### src/rtl/life_engine.sv
// Conway B3/S23 cellular automaton core with cell-by-cell programming, run/pause/step
// control, generation counting and extinction/stability detection.
module life_engine #(
   parameter int ROWS      = 8,
   parameter int COLS      = 8,
   parameter int WRAP      = 1,
   parameter int PERIOD    = 4,
   parameter int GEN_W     = 16,
   parameter int AUTO_HALT = 1
) (
   input  logic                            clka,
   input  logic                            rst_n,
   input  logic                            stop,
   input  logic                            prgm,
   input  logic                            pp,
   input  logic                            step,
   input  logic                            btn0,
   input  logic                            btn1,
   output logic [1:0]                      game_state,
   output logic [ROWS*COLS-1:0]            grid,
   output logic [$clog2(ROWS*COLS)-1:0]    cursor,
   output logic [GEN_W-1:0]                gen_count,
   output logic                            extinct,
   output logic                            stable
);

   // state     | meaning
   // S_IDLE    | cleared, waiting for prgm or pp
   // S_PROGRAM | btn0 toggles the cell under the cursor, btn1 moves the cursor
   // S_RUN     | one generation every PERIOD cycles
   // S_PAUSE   | frozen; step advances exactly one generation

   localparam int N  = ROWS * COLS;
   localparam int CW = $clog2(N);
   localparam int TW = (PERIOD > 1) ? $clog2(PERIOD) : 1;

   typedef enum logic [1:0] {
      S_IDLE    = 2'b00,
      S_PROGRAM = 2'b01,
      S_RUN     = 2'b10,
      S_PAUSE   = 2'b11
   } state_t;

   state_t         state, state_nx;
   logic [5:0]     cmd_raw, cmd_s, cmd_h, cmd_fire;
   logic           f_stop, f_prgm, f_pp, f_step, f_btn0, f_btn1;
   logic [N-1:0]   next_grid;
   logic [TW-1:0]  tick;
   logic           tick_tc, halt_cond;
   logic           do_clear, do_update, do_toggle, do_adv, tick_run;

   assign cmd_raw = {stop, prgm, pp, step, btn0, btn1};

   always_ff @(posedge clka) begin
      if (!rst_n) begin
         cmd_s <= '0;
         cmd_h <= '0;
      end else begin
         cmd_s <= cmd_raw;
         cmd_h <= cmd_s;
      end
   end

   assign cmd_fire = cmd_s & ~cmd_h;

   // Only the highest-priority firing command survives; the rest are dropped.
   assign f_stop = cmd_fire[5];
   assign f_prgm = cmd_fire[4] & ~cmd_fire[5];
   assign f_pp   = cmd_fire[3] & ~|cmd_fire[5:4];
   assign f_step = cmd_fire[2] & ~|cmd_fire[5:3];
   assign f_btn0 = cmd_fire[1] & ~|cmd_fire[5:2];
   assign f_btn1 = cmd_fire[0] & ~|cmd_fire[5:1];

   for (genvar r = 0; r < ROWS; r++) begin : g_row
      for (genvar c = 0; c < COLS; c++) begin : g_col
         localparam int RU = (r == 0) ? ROWS - 1 : r - 1;
         localparam int RD = (r == ROWS - 1) ? 0 : r + 1;
         localparam int CL = (c == 0) ? COLS - 1 : c - 1;
         localparam int CR = (c == COLS - 1) ? 0 : c + 1;
         localparam bit VU = (WRAP != 0) || (r > 0);
         localparam bit VD = (WRAP != 0) || (r < ROWS - 1);
         localparam bit VL = (WRAP != 0) || (c > 0);
         localparam bit VR = (WRAP != 0) || (c < COLS - 1);

         logic [7:0] nb;
         logic [3:0] cnt;

         assign nb = {(VU && VL) ? grid[RU*COLS+CL] : 1'b0,
                      VU         ? grid[RU*COLS+c]  : 1'b0,
                      (VU && VR) ? grid[RU*COLS+CR] : 1'b0,
                      VL         ? grid[r*COLS+CL]  : 1'b0,
                      VR         ? grid[r*COLS+CR]  : 1'b0,
                      (VD && VL) ? grid[RD*COLS+CL] : 1'b0,
                      VD         ? grid[RD*COLS+c]  : 1'b0,
                      (VD && VR) ? grid[RD*COLS+CR] : 1'b0};
         assign cnt = 4'($countones(nb));
         assign next_grid[r*COLS+c] = (cnt == 4'd3) || (grid[r*COLS+c] && (cnt == 4'd2));
      end
   end

   assign tick_tc   = (tick == TW'(PERIOD - 1));
   assign halt_cond = (next_grid == '0) || (next_grid == grid);

   always_ff @(posedge clka) begin
      if (!rst_n) state <= S_IDLE;
      else        state <= state_nx;
   end

   always_comb begin
      state_nx  = state;
      do_clear  = 1'b0;
      do_update = 1'b0;
      do_toggle = 1'b0;
      do_adv    = 1'b0;
      tick_run  = 1'b0;
      if (f_stop) begin
         state_nx = S_IDLE;
         do_clear = 1'b1;
      end else begin
         case (state)
            S_IDLE: begin
               if (f_prgm)    state_nx = S_PROGRAM;
               else if (f_pp) state_nx = S_RUN;
            end
            S_PROGRAM: begin
               if (f_pp)        state_nx  = S_RUN;
               else if (f_btn0) do_toggle = 1'b1;
               else if (f_btn1) do_adv    = 1'b1;
            end
            S_RUN: begin
               // A terminal-count update is never lost to a same-cycle state change.
               do_update = tick_tc;
               if (f_prgm)    state_nx = S_PROGRAM;
               else if (f_pp) state_nx = S_PAUSE;
               else if (tick_tc && (AUTO_HALT != 0) && halt_cond) state_nx = S_PAUSE;
               else           tick_run = 1'b1;
            end
            S_PAUSE: begin
               if (f_prgm)      state_nx  = S_PROGRAM;
               else if (f_pp)   state_nx  = S_RUN;
               else if (f_step) do_update = 1'b1;
            end
            default: state_nx = S_IDLE;
         endcase
      end
   end

   always_ff @(posedge clka) begin
      if (!rst_n) begin
         grid      <= '0;
         cursor    <= '0;
         gen_count <= '0;
         stable    <= 1'b0;
         tick      <= '0;
      end else begin
         if (do_clear) begin
            grid      <= '0;
            cursor    <= '0;
            gen_count <= '0;
            stable    <= 1'b0;
         end else begin
            if (do_update) begin
               grid   <= next_grid;
               stable <= (next_grid == grid);
               if (gen_count != '1) gen_count <= gen_count + 1'b1;
            end
            if (do_toggle) begin
               grid   <= grid ^ (N'(1) << cursor);
               stable <= 1'b0;
            end
            if (do_adv) cursor <= (cursor == CW'(N - 1)) ? '0 : cursor + 1'b1;
         end
         tick <= tick_run ? (tick_tc ? '0 : tick + 1'b1) : '0;
      end
   end

   assign game_state = state;
   assign extinct    = (grid == '0);

endmodule

### config.mk
export PLATFORM = sky130hd
export DESIGN_NAME = life_engine
export DESIGN_NICKNAME = d
export VERILOG_FILES = /design/src/rtl/life_engine.sv
export SDC_FILE = /design/constraint.sdc
export NUM_CORES = 1
export LEC_CHECK = 0
export BUFFER_PORTS_ARGS = -buffer_cell sky130_fd_sc_hd__buf_2
export CORE_MARGIN = 4
export CORE_UTILIZATION = 40
export DETAILED_ROUTE_END_ITERATION = 16
export GPL_ROUTABILITY_DRIVEN = 0
export GPL_TIMING_DRIVEN = 0
export PLACE_DENSITY_LB_ADDON = 0.1
export SLEW_MARGIN = 20
export SYNTH_ARGS = -nofsm -noshare
export SYNTH_HDL_FRONTEND = slang
export SYNTH_SLANG_ARGS = --single-unit
### constraint.sdc
create_clock -name clka -period 11 [get_ports clka]
set_input_delay 1.1 -clock clka [delete_from_list [all_inputs] [get_ports clka]]
set_output_delay 1.1 -clock clka [all_outputs]
set_load 0.1 [all_outputs]
# --- After elaboration in Yosys (flattened, before gate mapping) ---
# Cells that the tools add are included.
op_classes:
  add_sub_neg: 323
  eq_ne: 136
  shift: 1
  muxes: 29
  n_bitwise: 11
  n_reduce_logical: 148
op_table:
  columns: ["cell", "n"]
  rows:
  - ["$eq 4x2->1 const B", 128]
  - ["$add 2x2->3", 128]
  - ["$add 1x1->2", 128]
  - ["$add 4x3->4", 40]
  - ["$logic_not 64->1", 2]
  - ["$mux 64", 2]
  - ["$logic_and 1x1->1", 65]
  - ["$logic_or 1x1->1", 65]
  - ["$add 4x4->4", 16]
  - ["$eq 64x64->1", 1]
  - ["$shl 1x6->64 const A", 1]
  - ["$xor 64x64->64", 1]
  - ["$add 3x3->4", 8]
  - ["$mux 1", 19]
  - ["$add 16x1->16 const B", 1]
  - ["$ne 16x16->1 const B", 1]
  - ["$mux 2", 5]
  - ["$reduce_or 3->1", 3]
  - ["$reduce_or 2->1", 4]
  - ["$add 6x1->6 const B", 1]
  - ["$and 6x6->6", 1]
  - ["$eq 2x2->1 const B", 3]
  - ["$eq 6x6->1 const B", 1]
  - ["$mux 6", 1]
  - ["other kinds (14)", 23]
word_totals:
  reg_bits: 103
  input_bits: 8
  out_inout_bits: 90
  wordCells: 656

# --- Logic depth before layout (Yosys ltp) ---
depth:
  depth_word: 16
  mapped_depth: 17
  ltp_nobuf: 17

# --- Worst setup path after synthesis ---
# OpenSTA, ideal clock, no wires.
synth_path:
  path_type: "register to register"
  start: "register grid[56]"
  end: "register state[1] (netlist: game_state[1])"
  setup_time_ns: 0.122
  arrival_time_ns: 4.885
  t_required_ns: 10.878
  path_slack_ns: 5.993
  stages_incl_launch_ff: 16
  path_buffers: 0
  period_less_slack_ns: 5.007
  cell_sequence: "dfxtp_1 -> inv_1 -> ha_1 -> ha_1 -> fa_1 -> fa_1 -> ha_1 -> fa_1 -> nor3b_1 -> mux2i_1 -> nand4_1 -> a2111oi_2 -> nand4_1 -> nor4_2 -> o22ai_1 -> mux2i_1"
synth_between:
  elab_chain_cells: 10
  word_cells_on_any_way: 59
  classes_between: "add/sub (20); eq/ne (18); reduce/logical (21)"
synth_lines:
  columns: ["item", "line_no", "text"]
  rows:
  - ["from (decl)", "20", "output logic [ROWS*COLS-1:0] grid,"]
  - ["from (signal assigned)", "163", "grid <= next_grid;"]
  - ["from (signal assigned)", "168", "grid <= grid ^ (N'(1) << cursor);"]
  - ["$add 1x1->2 (implied by the code)", "96", "assign cnt = 4'($countones(nb));"]
  - ["$add 2x2->3 (implied by the code)", "96", null]
  - ["$add 4x4->4 (implied by the code) (tied with other cells)", "96", null]
  - ["$eq 4x2->1", "97", "assign next_grid[r*COLS+c] = (cnt == 4'd3) || (grid[r*COLS+c] && (cnt == 4'd2));"]
  - ["$logic_and 1x1->1", "97", null]
  - ["$logic_or 1x1->1", "97", null]
  - ["$eq 64x64->1 / $logic_not 64->1 (equally long branches)", "102", "assign halt_cond = (next_grid == '0) || (next_grid == grid);"]
  - ["$logic_or 1x1->1 *", "102", null]
  - ["$logic_and 1x1->1 *", "135", "else if (tick_tc && (AUTO_HALT != 0) && halt_cond) state_nx = S_PAUSE;"]
  - ["$ne 4x4->1 (no source line) *", null, null]
  - ["to (signal assigned)", "106", "else state <= state_nx;"]
  - ["to (decl)", "44", "state_t state, state_nx;"]
# Mark *: on every way between the ends. The rest lies on a longest branch, timed or not.
# A chain may end at the register's enable or synchronous reset.

# --- Worst setup path in the final report ---
layout_path:
  start: "register grid[51]"
  end: "register state[1] (netlist: game_state[1])"
layout_between:
  elab_chain_cells: 10
  word_cells_on_any_way: 59
  classes_between: "add/sub (20); eq/ne (18); reduce/logical (21)"
layout_lines:
  columns: ["item", "line_no"]
  rows:
  - ["$add 1x1->2 (implied by the code)", "96"]
  - ["$add 2x2->3 (implied by the code)", "96"]
  - ["$add 4x3->4 (implied by the code) / $add 3x3->4 (equally long branches)", "96"]
  - ["$eq 4x2->1", "97"]
  - ["$logic_and 1x1->1", "97"]
  - ["$logic_or 1x1->1", "97"]
  - ["$eq 64x64->1 / $logic_not 64->1 (equally long branches)", "102"]
  - ["$logic_or 1x1->1 *", "102"]
  - ["$logic_and 1x1->1 *", "135"]
  - ["$ne 4x4->1 (no source line) *", null]
# Marked as above.

==> metrics.md <==
| Metric | Value |
|---|---|
| FF-to-FF path depth | 15 |
| CTS Buf Count | 9 |
| Max cap viols | 0 |
| Detailed Place HPWL | roughly 55000 um |
| Die Wd | approximately 220 um |
| Gr ovfl total | 0 |
| Final Hold Fails | 0 |
| Setup Buffers After CTS | 0 |
| Final wirelength | 65600 um |
| Sequential-to-total area share from yosys stat | between 10% and 20% |
| Total Power | 0.798 mW |
| CP dominant cell by count | fa_1 |
| Post-synth net total | 2363 |
| Synth cell types | 64 |
| Layout cell share with drive strength beyond 1 | 7.00% |
| WHS Path Cells | 1 |
| Maximum vdd ir drop | 74.9 uV |
| FP Rows | 75 |
| Area of the multi-input gates | 0.0143 mm2 |
| Seq cells post-synth | 103 |
| HP Start | tick[0] |
| Boundary Pins | 98 |
| RSZ-0062 raised after global routing | false |
| Initial core utilization | 40.7% |
| Die ar. | ~0.046 mm2 |
| Crit path time final | 6.06 ns |
| Area of the mapped netlist | 0.0172 mm2 |
| Number of buffers added on ports | 97 |
| Syn avg cell area | around 9.7 um2 |
| Worst EP required | 11.26 ns |
| Power Dens Cells | 42.7 mW/mm2 |
| Drt via density | 5.90 |
| Worst reg2reg path startpoint | grid[51] |
| DR pass1 iterations | 5 |
| Fin Clk Skew | 0.0147 ns |
| Resized cells post-CTS | 0 |
| Drt wl/cell | approximately 27 um |
| Clk root buf | clkbuf_16 |
| Initial antenna violation count | 0 |
| Pin count of the biggest net entering global routing | 20 |
| Post-synth top flop | dfxtp_1 |
| Fillers | approximately 4200 |
| Worst reg2reg endpoint | game_state[1] |
| Sink Count | just over 100 |
| Layout overhead on the synthesized area | 8.61% |
| Detailed Route Iter0 Violations | 1405 |
| Overall Global Routing Usage | 28.3% |
| Max stage delay on crit path | between 0.8 and 0.9 ns |
| Via count | about 14000 |
| Chip Height | roughly 220 um |
| Setup TNS | 0 ns |
| Vias in the first global route | 14562 |
| Final period util | 55.1% |
| Synth Warn # | 0 |
| Critical path type | reg2reg |
| ANT cells | 0 |
| Worst EP arrival | between 6 and 7 ns |
| DR DRC count | 0 |
| Hold crit path type | reg2reg |
| Final setup violation count | 0 |
| Crit. End Element | flip-flop |
| Slowest stage cell, crit path | dfxtp_1 |
| F_max | 165 MHz |
| Crit path launch | grid[51] |
| Hold Buf Count CTS | 0 |
| Relative slew slack | about a third |
| Max FO, Critical Path | 11 |
| Worst setup path endpoint | game_state[1] |
| Final Max Slew Viols | 0 |
| Worst slew pin tran | 0.979 ns |
| NumNets Final | 2471 |
| ANT nets after route | 0 |
| Pleak | slightly above 10 nW |
| Async set or reset register ratio after synthesis | 0% |
| Max Root-Sink Buffers | 2 |
| Htree depth | 3 |
| Reg area | 0.00206 mm2 |
| Crit path cell chain | ha_1, fa_1, inv_1, fa_1, inv_1, ha_1, fa_1, nor3b_1, mux2i_1, nand4_1, a2111oi_2, nand4_1, nor4_2, o22ai_1, mux2i_1 |
| CTS tree | done |
| First-pass GRT wire length | 97200 um |
| Clock Pin Slew Worst Setup and Hold Paths | 0.09 ns |
| Cell count after synthesis | approximately 1800 |
| Placeable Area | roughly 0.042 mm2 |
| Worst-skew pair later-pin latency | 0.37 ns |
| R2R Setup Slk | between 4 and 5 ns |
| Crit start category | flip-flop |
| Status | finished, final reports clean |
| Post-synth EDFFs | 0 |
kinds of logic (layout without fill, tap and decap cells):
group | after synthesis | after routing | synth area share, %
mux | 52 | 52 | 3.03
flops | 103 | 103 | 12.0
fa+ha+maj | 581 | 581 | 52.4
buf+inv | 218 | 331 | 4.83
xor+xnor | 36 | 36 | 1.83
simple gates | 531 | 531 | 16.6
compound gates | 253 | 253 | 9.32
critical path, delay by kind of cell, from the launching register on:
kind | cells | cell delay, ns
AO/OA/AOI/OAI | 2 | 0.94
adder cells (fa/ha/maj) | 5 | 1.90
multiplexers | 2 | 0.75
AND/OR/NAND/NOR | 4 | 1.38
flip-flops | 1 | 0.84
buffers and inverters | 2 | 0.16
cells in the mapped netlist, types with 47 or more instances:
cell	count	area (um2)
o21ai_0	71	355
inv_1	179	672
fa_1	233	4660
nor3_1	51	255
dfxtp_1	103	2060
nor2_1	110	413
ha_1	348	4350
nand2_1	101	379
mux2i_1	52	521
a21oi_1	53	265
nor2b_1	68	425
a211oi_1	57	428
nor3b_1	47	353
worst min path at each step:
| stage | endpoint |
|---|---|
| 2_1_floorplan | tick[0] |
| 4_1_cts | tick[0] |
| 3_5_place_dp | tick[0] |
| 6_report | tick[0] |
| 3_3_place_gp | tick[0] |
| 5_1_grt | tick[0] |
layout make-up:
cell class | instances | share of cell area (%)
plain buffers | 38 | 0.831
repair buffers | 97 | 2.60
clock inverters | 7 | 0.482
clock buffers | 9 | 1.21
well taps | 539 | 3.61
flip-flops and latches | 103 | 11.0
inverters | 180 | 3.62
multi-input cells | 1453 | 76.6
layout by cell type, fill, tap and decap left out, types with 6 or more instances in the layout:
cell type and instances:
ha_1 348, fa_1 233, inv_1 179, nor2_1 110, buf_2 107, dfxtp_1 103
nand2_1 101, o21ai_0 71, nor2b_1 68, a211oi_1 57, a21oi_1 53, mux2i_1 52
nor3_1 51, nor3b_1 47, nand4_1 35, nand3_1 29, xor2_1 22, and2_1 22
clkbuf_1 21, and3_1 19, a31oi_1 19, xnor2_1 14, clkbuf_16 9, buf_1 7
nor4b_1 7, a311oi_1 7, o21ai_1 7, nor4_1 7, nand2b_1 6, or3_1 6
or3b_1 6
flip-flops by register name, summed over array words and instances, names as in the netlist:
register and flops:
stable 1, cmd_s 6, grid 64, gen_count 16, cmd_h 6, tick 2
cursor 6, game_state 2
metrics by stage:
step	hold WS, ns	utilization, %	cells	instance area [um2]	worst slack (ns)
finish	0.439	44.2	2426	18700	4.94
global route	0.460	44.2	2426	18700	4.78
detailed placement	0.433	43.5	2410	18400	5.19
floorplan	0.408	-	1774	17200	5.99
CTS	0.446	44.2	2426	18700	5.15
global placement	0.417	43.5	2410	18400	5.12
layer usage:
layer,GRT usage [%],part of all wire (%),up-vias
met2,44.0,44,659
met1,38.6,43,7057
met5,0,0,-
met3,4.62,7.7,155
met4,13.0,5.9,0
li1,-,-,6432
power by group:
group / switching, mW / internal, mW / total, mW
Combinational: 0.0421 / 0.0165 / 0.0585
Clock: 0.178 / 0.183 / 0.360
Sequential: 0.00373 / 0.376 / 0.380
Total: 0.223 / 0.575 / 0.798
(Power assumes the default switching activity.)
